$ cat src/rtl/image_buf_scheduler_pkg.sv
// Shared encodings and default geometry for the double-buffered image line store.
// Latency: n/a (types and constants only).
// Backpressure: n/a.
package image_buf_scheduler_pkg;

    localparam int DEF_LINES = 20;
    localparam int DEF_AW    = 5;

    // Per-bank ownership: the writer only ever fills a FREE bank, the reader
    // only ever drains a FULL one, so the two sides never touch the same bank.
    typedef enum logic [1:0] {
        FREE    = 2'd0,
        FULL    = 2'd1,
        READING = 2'd2
    } bank_st_t;

    typedef enum logic [1:0] {
        R_IDLE  = 2'd0,
        R_READ  = 2'd1,
        R_DRAIN = 2'd2
    } rd_st_t;

endpackage

$ cat src/rtl/image_buf_scheduler_line_addr_counter.sv
// Line address counter for the read side of the image buffer.
// Latency: count visible one cycle after en; clr wins over en.
// Backpressure: none; the caller gates en.
// Ports: iCLK/iRSTn clock and async reset, clr sync clear, en increment, cnt current value.
module line_addr_counter
    import image_buf_scheduler_pkg::*;
#(
    parameter int AW = DEF_AW
) (
    input  logic          iCLK,
    input  logic          iRSTn,
    input  logic          clr,
    input  logic          en,
    output logic [AW-1:0] cnt
);

    always_ff @(posedge iCLK or negedge iRSTn) begin
        if (!iRSTn) begin
            cnt <= '0;
        end else if (clr) begin
            cnt <= '0;
        end else if (en) begin
            cnt <= cnt + AW'(1);
        end
    end

endmodule

$ cat src/rtl/image_buf_scheduler.sv
// Ping-pong bank scheduler between the SPI line writer and the image consumer.
// Latency: grant is combinational with the request, read data valid one cycle after oRD_EN.
// Backpressure: writer is held off via oWR_ALLOW when its bank is not FREE; reader stalls on iRD_READY.
// Ports:
//   iCLK, iRSTn, iCLR                 clock, async reset, sync clear
//   iWR_EN, iWR_DONE                  writer line strobe and end-of-image pulse
//   oWR_ALLOW, oWR_BANK, oMEM_WE      writer gating, target bank, gated RAM write enable
//   iRD_REQ, iRD_READY                consumer image request and per-line ready
//   oRD_GNT, oRD_BANK, oRD_EN,
//   oRD_ADDR, oRD_VALID, oRD_LAST     read grant, bank, RAM read enable/address, data valid/last
//   oIMG_CNT, oOVF                    number of FULL banks, sticky dropped-write flag
module image_buf_scheduler
    import image_buf_scheduler_pkg::*;
#(
    parameter int DW    = 20,
    parameter int LINES = DEF_LINES,
    parameter int AW    = DEF_AW
) (
    input  logic          iCLK,
    input  logic          iRSTn,
    input  logic          iCLR,
    input  logic          iWR_EN,
    input  logic          iWR_DONE,
    output logic          oWR_ALLOW,
    output logic          oWR_BANK,
    output logic          oMEM_WE,
    input  logic          iRD_REQ,
    input  logic          iRD_READY,
    output logic          oRD_GNT,
    output logic          oRD_BANK,
    output logic          oRD_EN,
    output logic [AW-1:0] oRD_ADDR,
    output logic          oRD_VALID,
    output logic          oRD_LAST,
    output logic [1:0]    oIMG_CNT,
    output logic          oOVF
);

    // The data width only sizes the attached RAM; this controller never
    // touches line data, so it appears here purely as a sanity guard.
    if (DW < 1) begin : g_dw_invalid
    end

    localparam logic [AW-1:0] LAST_ADDR = AW'(LINES - 1);

    bank_st_t      bank_st  [2];
    bank_st_t      bank_nxt [2];
    rd_st_t        rd_st;
    rd_st_t        rd_nxt;

    logic          wr_bank;
    logic          wr_bank_nxt;
    logic          wr_allow;
    logic          wr_done_ok;
    logic          rd_ptr;
    logic          ovf;
    logic          rd_vld;
    logic          rd_grant;
    logic          rd_en;
    logic          rd_drain;
    logic          last_line;
    logic [AW-1:0] rd_addr;

    assign wr_done_ok  = iWR_DONE & wr_allow;
    assign wr_bank_nxt = wr_done_ok ? ~wr_bank : wr_bank;
    assign last_line   = (rd_addr == LAST_ADDR);

    // Read FSM: grant only when the bank next in written order is FULL, so
    // images always leave in the order they arrived.
    always_comb begin
        rd_nxt   = rd_st;
        rd_grant = 1'b0;
        rd_en    = 1'b0;
        rd_drain = 1'b0;
        case (rd_st)
            R_IDLE: begin
                if (iRD_REQ && (bank_st[rd_ptr] == FULL)) begin
                    rd_grant = 1'b1;
                    rd_nxt   = R_READ;
                end
            end
            R_READ: begin
                rd_en = iRD_READY;
                if (iRD_READY && last_line) begin
                    rd_nxt = R_DRAIN;
                end
            end
            R_DRAIN: begin
                rd_drain = 1'b1;
                rd_nxt   = R_IDLE;
            end
            default: rd_nxt = R_IDLE;
        endcase
    end

    // Writer and reader never target the same bank (FREE vs FULL/READING),
    // so their updates can land in the same cycle without conflict.
    always_comb begin
        for (int b = 0; b < 2; b++) begin
            bank_nxt[b] = bank_st[b];
            if (wr_done_ok && (wr_bank == 1'(b))) begin
                bank_nxt[b] = FULL;
            end
            if (rd_grant && (rd_ptr == 1'(b))) begin
                bank_nxt[b] = READING;
            end
            if (rd_drain && (rd_ptr == 1'(b))) begin
                bank_nxt[b] = FREE;
            end
        end
    end

    always_ff @(posedge iCLK or negedge iRSTn) begin
        if (!iRSTn) begin
            bank_st[0] <= FREE;
            bank_st[1] <= FREE;
            rd_st      <= R_IDLE;
            wr_bank    <= 1'b0;
            wr_allow   <= 1'b1;
            rd_ptr     <= 1'b0;
            ovf        <= 1'b0;
            rd_vld     <= 1'b0;
        end else if (iCLR) begin
            bank_st[0] <= FREE;
            bank_st[1] <= FREE;
            rd_st      <= R_IDLE;
            wr_bank    <= 1'b0;
            wr_allow   <= 1'b1;
            rd_ptr     <= 1'b0;
            ovf        <= 1'b0;
            rd_vld     <= 1'b0;
        end else begin
            bank_st[0] <= bank_nxt[0];
            bank_st[1] <= bank_nxt[1];
            rd_st      <= rd_nxt;
            wr_bank    <= wr_bank_nxt;
            // Allow is sampled from the registered bank state, so a bank
            // freed by the reader opens the writer one cycle after it
            // shows FREE.
            wr_allow   <= (bank_st[wr_bank_nxt] == FREE);
            if (rd_drain) begin
                rd_ptr <= ~rd_ptr;
            end
            if (iWR_EN && !wr_allow) begin
                ovf <= 1'b1;
            end
            rd_vld     <= rd_en;
        end
    end

    // The final line does not advance the counter, so the address parks at
    // LINES-1 until the next grant resets it.
    line_addr_counter #(
        .AW (AW)
    ) u_addr (
        .iCLK  (iCLK),
        .iRSTn (iRSTn),
        .clr   (iCLR | rd_grant),
        .en    (rd_en & ~last_line),
        .cnt   (rd_addr)
    );

    assign oWR_ALLOW = wr_allow;
    assign oWR_BANK  = wr_bank;
    assign oMEM_WE   = iWR_EN & wr_allow;
    assign oRD_GNT   = rd_grant;
    assign oRD_BANK  = rd_ptr;
    assign oRD_EN    = rd_en;
    assign oRD_ADDR  = rd_addr;
    assign oRD_VALID = rd_vld;
    assign oRD_LAST  = rd_vld & (rd_st == R_DRAIN);
    assign oIMG_CNT  = {1'b0, (bank_st[0] == FULL)} + {1'b0, (bank_st[1] == FULL)};
    assign oOVF      = ovf;

endmodule

$ cat config.mk
export PLATFORM = sky130hd
export DESIGN_NAME = image_buf_scheduler
export DESIGN_NICKNAME = d
export VERILOG_FILES = /design/src/rtl/image_buf_scheduler_pkg.sv /design/src/rtl/image_buf_scheduler_line_addr_counter.sv /design/src/rtl/image_buf_scheduler.sv
export SDC_FILE = /design/constraint.sdc
export NUM_CORES = 1
export LEC_CHECK = 0
export ABC_CLOCK_PERIOD_IN_PS = 1490
export CAP_MARGIN = 20
export CORE_ASPECT_RATIO = 0.8
export CORE_UTILIZATION = 50
export CTS_CLUSTER_SIZE = 28
export DETAILED_ROUTE_END_ITERATION = 16
export DONT_BUFFER_PORTS = 1
export PLACE_DENSITY_LB_ADDON = 0.2
export SLEW_MARGIN = 10
export SYNTH_ARGS = -nofsm -noshare
export SYNTH_HDL_FRONTEND = slang
export SYNTH_SLANG_ARGS = --single-unit
$ cat constraint.sdc
create_clock -name iCLK -period 1.49 [get_ports iCLK]
set_input_delay 0.2235 -clock iCLK [delete_from_list [all_inputs] [get_ports iCLK]]
set_output_delay 0.2235 -clock iCLK [all_outputs]
set_load 0.02 [all_outputs]
### Word-level counts from Yosys, hierarchy flattened

Index checks and enable logic that the tools add are counted.

* logic and storage cells: 80
* input port bits: 7
* register bits: 16

* add/subtract/negate cells: 2
* mux-type cells: 31
* equality and inequality tests: 8
* bitwise logic cells: 10
* reduce and logical (&&, ||, !) cells: 18
* $lt $le $gt $ge: 2

Operator list (number)
* 2-bit 2-to-1 mux: 15
* 1-bit 2-to-1 mux: 12
* 5-bit 2-to-1 mux: 2
* 1-bit logical AND: 9
* 2-bit by 1-bit equality test with 1-bit output (second input constant): 4
* 4-bit nonzero test: 2
* 3-bit inequality test (second input constant): 2
* 2-bit nonzero test: 3
* 5-bit by 1-bit adder with 5-bit output (second input constant): 1
* 5-bit equality test (second input constant): 1
* 1-bit AND: 4
* 2-bit >= comparator (second input constant): 2
* 2-bit zero test: 2
* 4-bit 2-to-1 mux: 1
* 1-bit inverter with 2-bit output: 2
* 2-bit case mux with 2 select lines: 1
* 1-bit inverter: 3
* 1-bit by 1-bit adder with 2-bit output: 1
* 2-bit equality test (second input constant): 1
* 2-bit AND reduction: 1
* 1-bit zero test: 1
* 1-bit OR: 1

### Depth between registers and ports, before layout

* word-level depth: 12
* depth in mapped cells: 5

### By module

A second synthesis with hierarchy kept.

* cells, all modules: 85
* area total of the unflattened synthesis: 857.1 µm²

By module, submodules not included
* image_buf_scheduler: instances 1, area an instance 604.3 µm², cells an instance 63
* line_addr_counter: instances 1, area an instance 252.7 µm², cells an instance 22

### Worst setup path after synthesis

No wires, ideal clock.

* path kind: reg2reg
* start: register u_addr.cnt[0]
* end: register u_addr.cnt[2]
* period minus slack after synthesis: 1.548 ns
* library setup time: 0.087 ns
* cell stages (with the launch flop): 5
* buffers on the path: 0
* data arrival time: 1.460 ns
* path slack: -0.058 ns
* cells stage by stage: dfrtp_1 > ha_1 > and4bb_4 > or3_1 > a211oi_2

* longest elaborated chain between the ends: 4

RTL lines
* from (decl): line image_buf_scheduler_line_addr_counter.sv:14 `output logic [AW-1:0] cnt`
* from (signal assigned): line image_buf_scheduler_line_addr_counter.sv:23 `cnt <= cnt + AW'(1);`
* branches (longest 4 deep; another with 5-bit by 1-bit adder with 5-bit output)

Parallel ways; which one is timed is not known. The select of a mux whose other input is x is not followed.
A chain may end at the register's enable or synchronous reset.

### Worst setup path after layout

* start: register rd_ptr, in the netlist oRD_BANK
* end: output oRD_GNT

* longest elaborated chain between the ends: 8

RTL lines
* from (decl): line image_buf_scheduler.sv:55 `logic rd_ptr;`
* from (signal assigned): line image_buf_scheduler.sv:142 `rd_ptr <= ~rd_ptr;`
* 1-bit inverter with 2-bit output (not written as such): line image_buf_scheduler.sv:77 `if (iRD_REQ && (bank_st[rd_ptr] == FULL)) begin`
* 2-bit 2-to-1 mux (not written as such) (3 in a row): line image_buf_scheduler.sv:77
* 2-bit by 1-bit equality test with 1-bit output: line image_buf_scheduler.sv:77
* 1-bit logical AND: line image_buf_scheduler.sv:77
* 1-bit 2-to-1 mux: line image_buf_scheduler.sv:77
* 1-bit 2-to-1 mux: line image_buf_scheduler.sv:75 `case (rd_st)`
* to (decl): line image_buf_scheduler.sv:29 `output logic oRD_GNT,`

Every way passes these cells. The select of a mux whose other input is x is not followed.

==> metrics.md <==
| Metric | Value |
|---|---|
| Post-Route Utilization | `0.6765` |
| Post-route ant nets | `0` |
| Worst reg2reg path depth | `4` |
| Max Clock Freq | `between 0.6 and 0.7 GHz` |
| Root Buffer | `clkbuf_4` |
| Dpl cells | `113` |
| Status | `complete, but fails checks` |
| H-tree levels | `1` |
| Synthesis-to-layout area growth | `24.41%` |
| Tcrit/Tclk final | `1.013` |
| Layout Cells excl Fill | `122` |
| GP Congestion | `0.8110` |
| Number of global-route vias before repair | `between 600 and 700` |
| Worst-path fanout max | `6` |
| Largest net degree at the start of global routing | `17` |
| Std-Cell Rows | `13` |
| Starting Density | `0.5437` |
| Syn Nets | `96` |
| Pwr/cell area | `959.1 nW/um^2` |
| YS warnings | `0` |
| Main synth FF type | `dfrtp_1` |
| Worst Setup Start Kind | `flop` |
| RR Startpoint | `u_addr.cnt[1]` |
| Leak | `0.5055 nW` |
| Clock power share | `0.267` |
| CTS tree | `built` |
| Core ar. | `between 1500 and 2000 um^2` |
| Max-cap violations | `0` |
| Post-Route WL | `2053 um` |
| Worst EP required | `1.27 ns` |
| Flops & latches, synth | `16` |
| Layout Skew | `0.009637 ns` |
| HP Class | `input port to flop` |
| TritonCTS Sinks | `16` |
| Top-Level Pins | `23` |
| Slew Viols, Final | `0` |
| Worst-skew pair later-pin latency | `0.29 ns` |
| Maximum vdd drop | `approximately 850 uV` |
| Fin worst setup slack | `-0.01993 ns` |
| Dpl ws | `approximately 0.012 ns` |
| FF-to-FF setup slack | `0.05 ns` |
| R2R Path End | `u_addr.cnt[2]` |
| Sw Pwr | `337.3 uW` |
| Chip Height | `roughly 40 um` |
| Multi-input logic area | `slightly above 500 um^2` |
| Hold wc startpoint | `iCLR` |
| Number of synthesized flops with an enable pin | `0` |
| Clk buf depth | `2` |
| Least-Margin Pin Slew | `0.7527 ns` |
| Slew HR | `0.4965` |
| Most frequent cells in the layout | `dfrtp_1 (11), buf_4 (11), nor2_1 (7), inv_1 (6), o21ai_0 (6)` |
| Sequential cell area | `~400 um^2` |
| GRT overflow | `0` |
| Buffers on Ports | `0` |
| Synthesized cell area | `902.1 um^2` |
| Die Wd | `49.49 um` |
| Via count | `717` |
| TritonCTS buffer count | `3` |
| Cell variety after synth | `32` |
| 1st-pass router iterations | `4` |
| RSZ-0062 raised after global routing | `yes` |
| Min Hold Slack | `0.04645 ns` |
| Ant diodes | `0` |
| Crit end category | `primary output` |
| FFs w/ async S/R, synth | `1.000` |
| Sequential Power Share | `0.484` |
| Tot GR Track Use | `0.2273` |
| Crit path DAT | `between 1 and 1.5 ns` |
| Fillers | `134` |
| Final setup viols | `1` |
| Internal power | `739.1 uW` |
| Min Tclk post-route | `between 1.5 and 2 ns` |
| Register area share after synthesis | `0.4452` |
| Kind of critical path | `flop to primary output` |
| Failing checks | `negative setup slack` |
| Synth Area per Inst | `10.61 um^2` |
| Hold Path Depth | `1` |
| Initial antenna violation count | `0` |
| Hpwl dp | `between 1000 and 1500 um` |
| Hold Path End | `oWR_ALLOW` |
| Die ar. | `1979 um^2` |
| WL/cell | `16.83 um` |
| First DRT Iteration DRCs | `16` |
| Clock slew at reported path FFs | `~0.10 ns` |
| Gate power share | `0.249` |
| Sw frac | `0.3134` |
| Residual DRC | `0` |
| Tot Pwr | `~1.1 mW` |
| First-pass GRT wire length | `3125 um` |
| Final Hold Fails | `0` |
| Via density | `5.877` |
| Number of nets in the layout | `112` |
| Post-Synthesis Cells | `85` |
| Share of cells above drive strength 1 | `0.3800` |
cell families after synthesis:
group / share of synthesized area
AOI/OAI and AO/OA: 0.2025
and+or+nand+nor: 0.2469
buffers and inverters: 0.04993
adders and majority gates: 0.05548
DFF: 0.4452
worst max-delay path: stages, from the launching register on:
cell and delay, ns:
dfrtp_2 0.46, nor3b_4 0.24, o211a_4 0.30
routing by layer:
layer  GRT usage  wire length (um)  vias to the layer above
li1            -                 -                      341
met1      0.3059               963                      350
met2      0.3493               953                       24
met3     0.08333               121                        2
met4     0.06429                14                        0
met5           0                 0                        -
flip-flops by register name (all words and copies together), names as in the netlist:
signal      flops
bank_st         4
u_addr.cnt      5
rd_st           2
oRD_VALID       1
oWR_BANK        1
oOVF            1
oWR_ALLOW       1
oRD_BANK        1
area by class of cell:
class                   count  area share
multi-input cells          60      0.4604
flip-flops and latches     16      0.3623
repair buffers             14      0.1003
clock buffers               4     0.03233
well taps                  22     0.02453
inverters                   6     0.02007
synthesized netlist by cell type (2+ instances only):
library cell  number  area share
nand3b_1           2       0.017
nor2b_1            3       0.021
or3_1              4       0.028
a21oi_1            5       0.028
ha_1               4       0.055
a211oi_1           3       0.025
nand2_1            2      0.0083
nand3_1            2       0.011
o21ai_0            6       0.033
dfrtp_1           15        0.42
a211oi_2           4       0.055
and2_1             3       0.021
nor2_1             8       0.033
inv_1              6       0.025
per-stage QoR:
step	setup TNS (ns)	instance area (um^2)
2_1_floorplan	0	907.1
3_3_place_gp	0	979.7
3_5_place_dp	0	979.7
4_1_cts	-0.004006	1080
5_1_grt	-0.08649	1122
6_report	-0.01993	1122
worst max path at each step:
stage	start	endpoint	depth (start not counted)	slack [ns]
5_1_grt	oRD_BANK	oRD_GNT	2	-0.07
2_1_floorplan	u_addr.cnt[0]	u_addr.cnt[0]	4	0.01
4_1_cts	bank_st[3]	oRD_GNT	2	-0.004
6_report	oRD_BANK	oRD_GNT	2	-0.02
3_3_place_gp	u_addr.cnt[0]	u_addr.cnt[0]	4	0.08
3_5_place_dp	u_addr.cnt[0]	u_addr.cnt[0]	4	0.01
what timing repair did:
action                                  CTS  global route
resized for setup                         7             5
setup buffers                             1             1
hold buffers                              2             1
endpoints found under the hold margin    27             1
endpoints found under the setup margin    3             4
pin swaps                                 2             4
power groups by stage:
stage / clock network, mW / registers [mW] / logic (mW)
after CTS: 0.292 / 0.518 / 0.249
after global placement: 0 / 0.523 / 0.195
final: 0.288 / 0.521 / 0.268
after floorplan: 0 / 0.525 / 0.158
after global routing: 0.309 / 0.527 / 0.288
after detailed placement: 0 / 0.525 / 0.203
No activity file was read; power rests on OpenSTA's default activity.
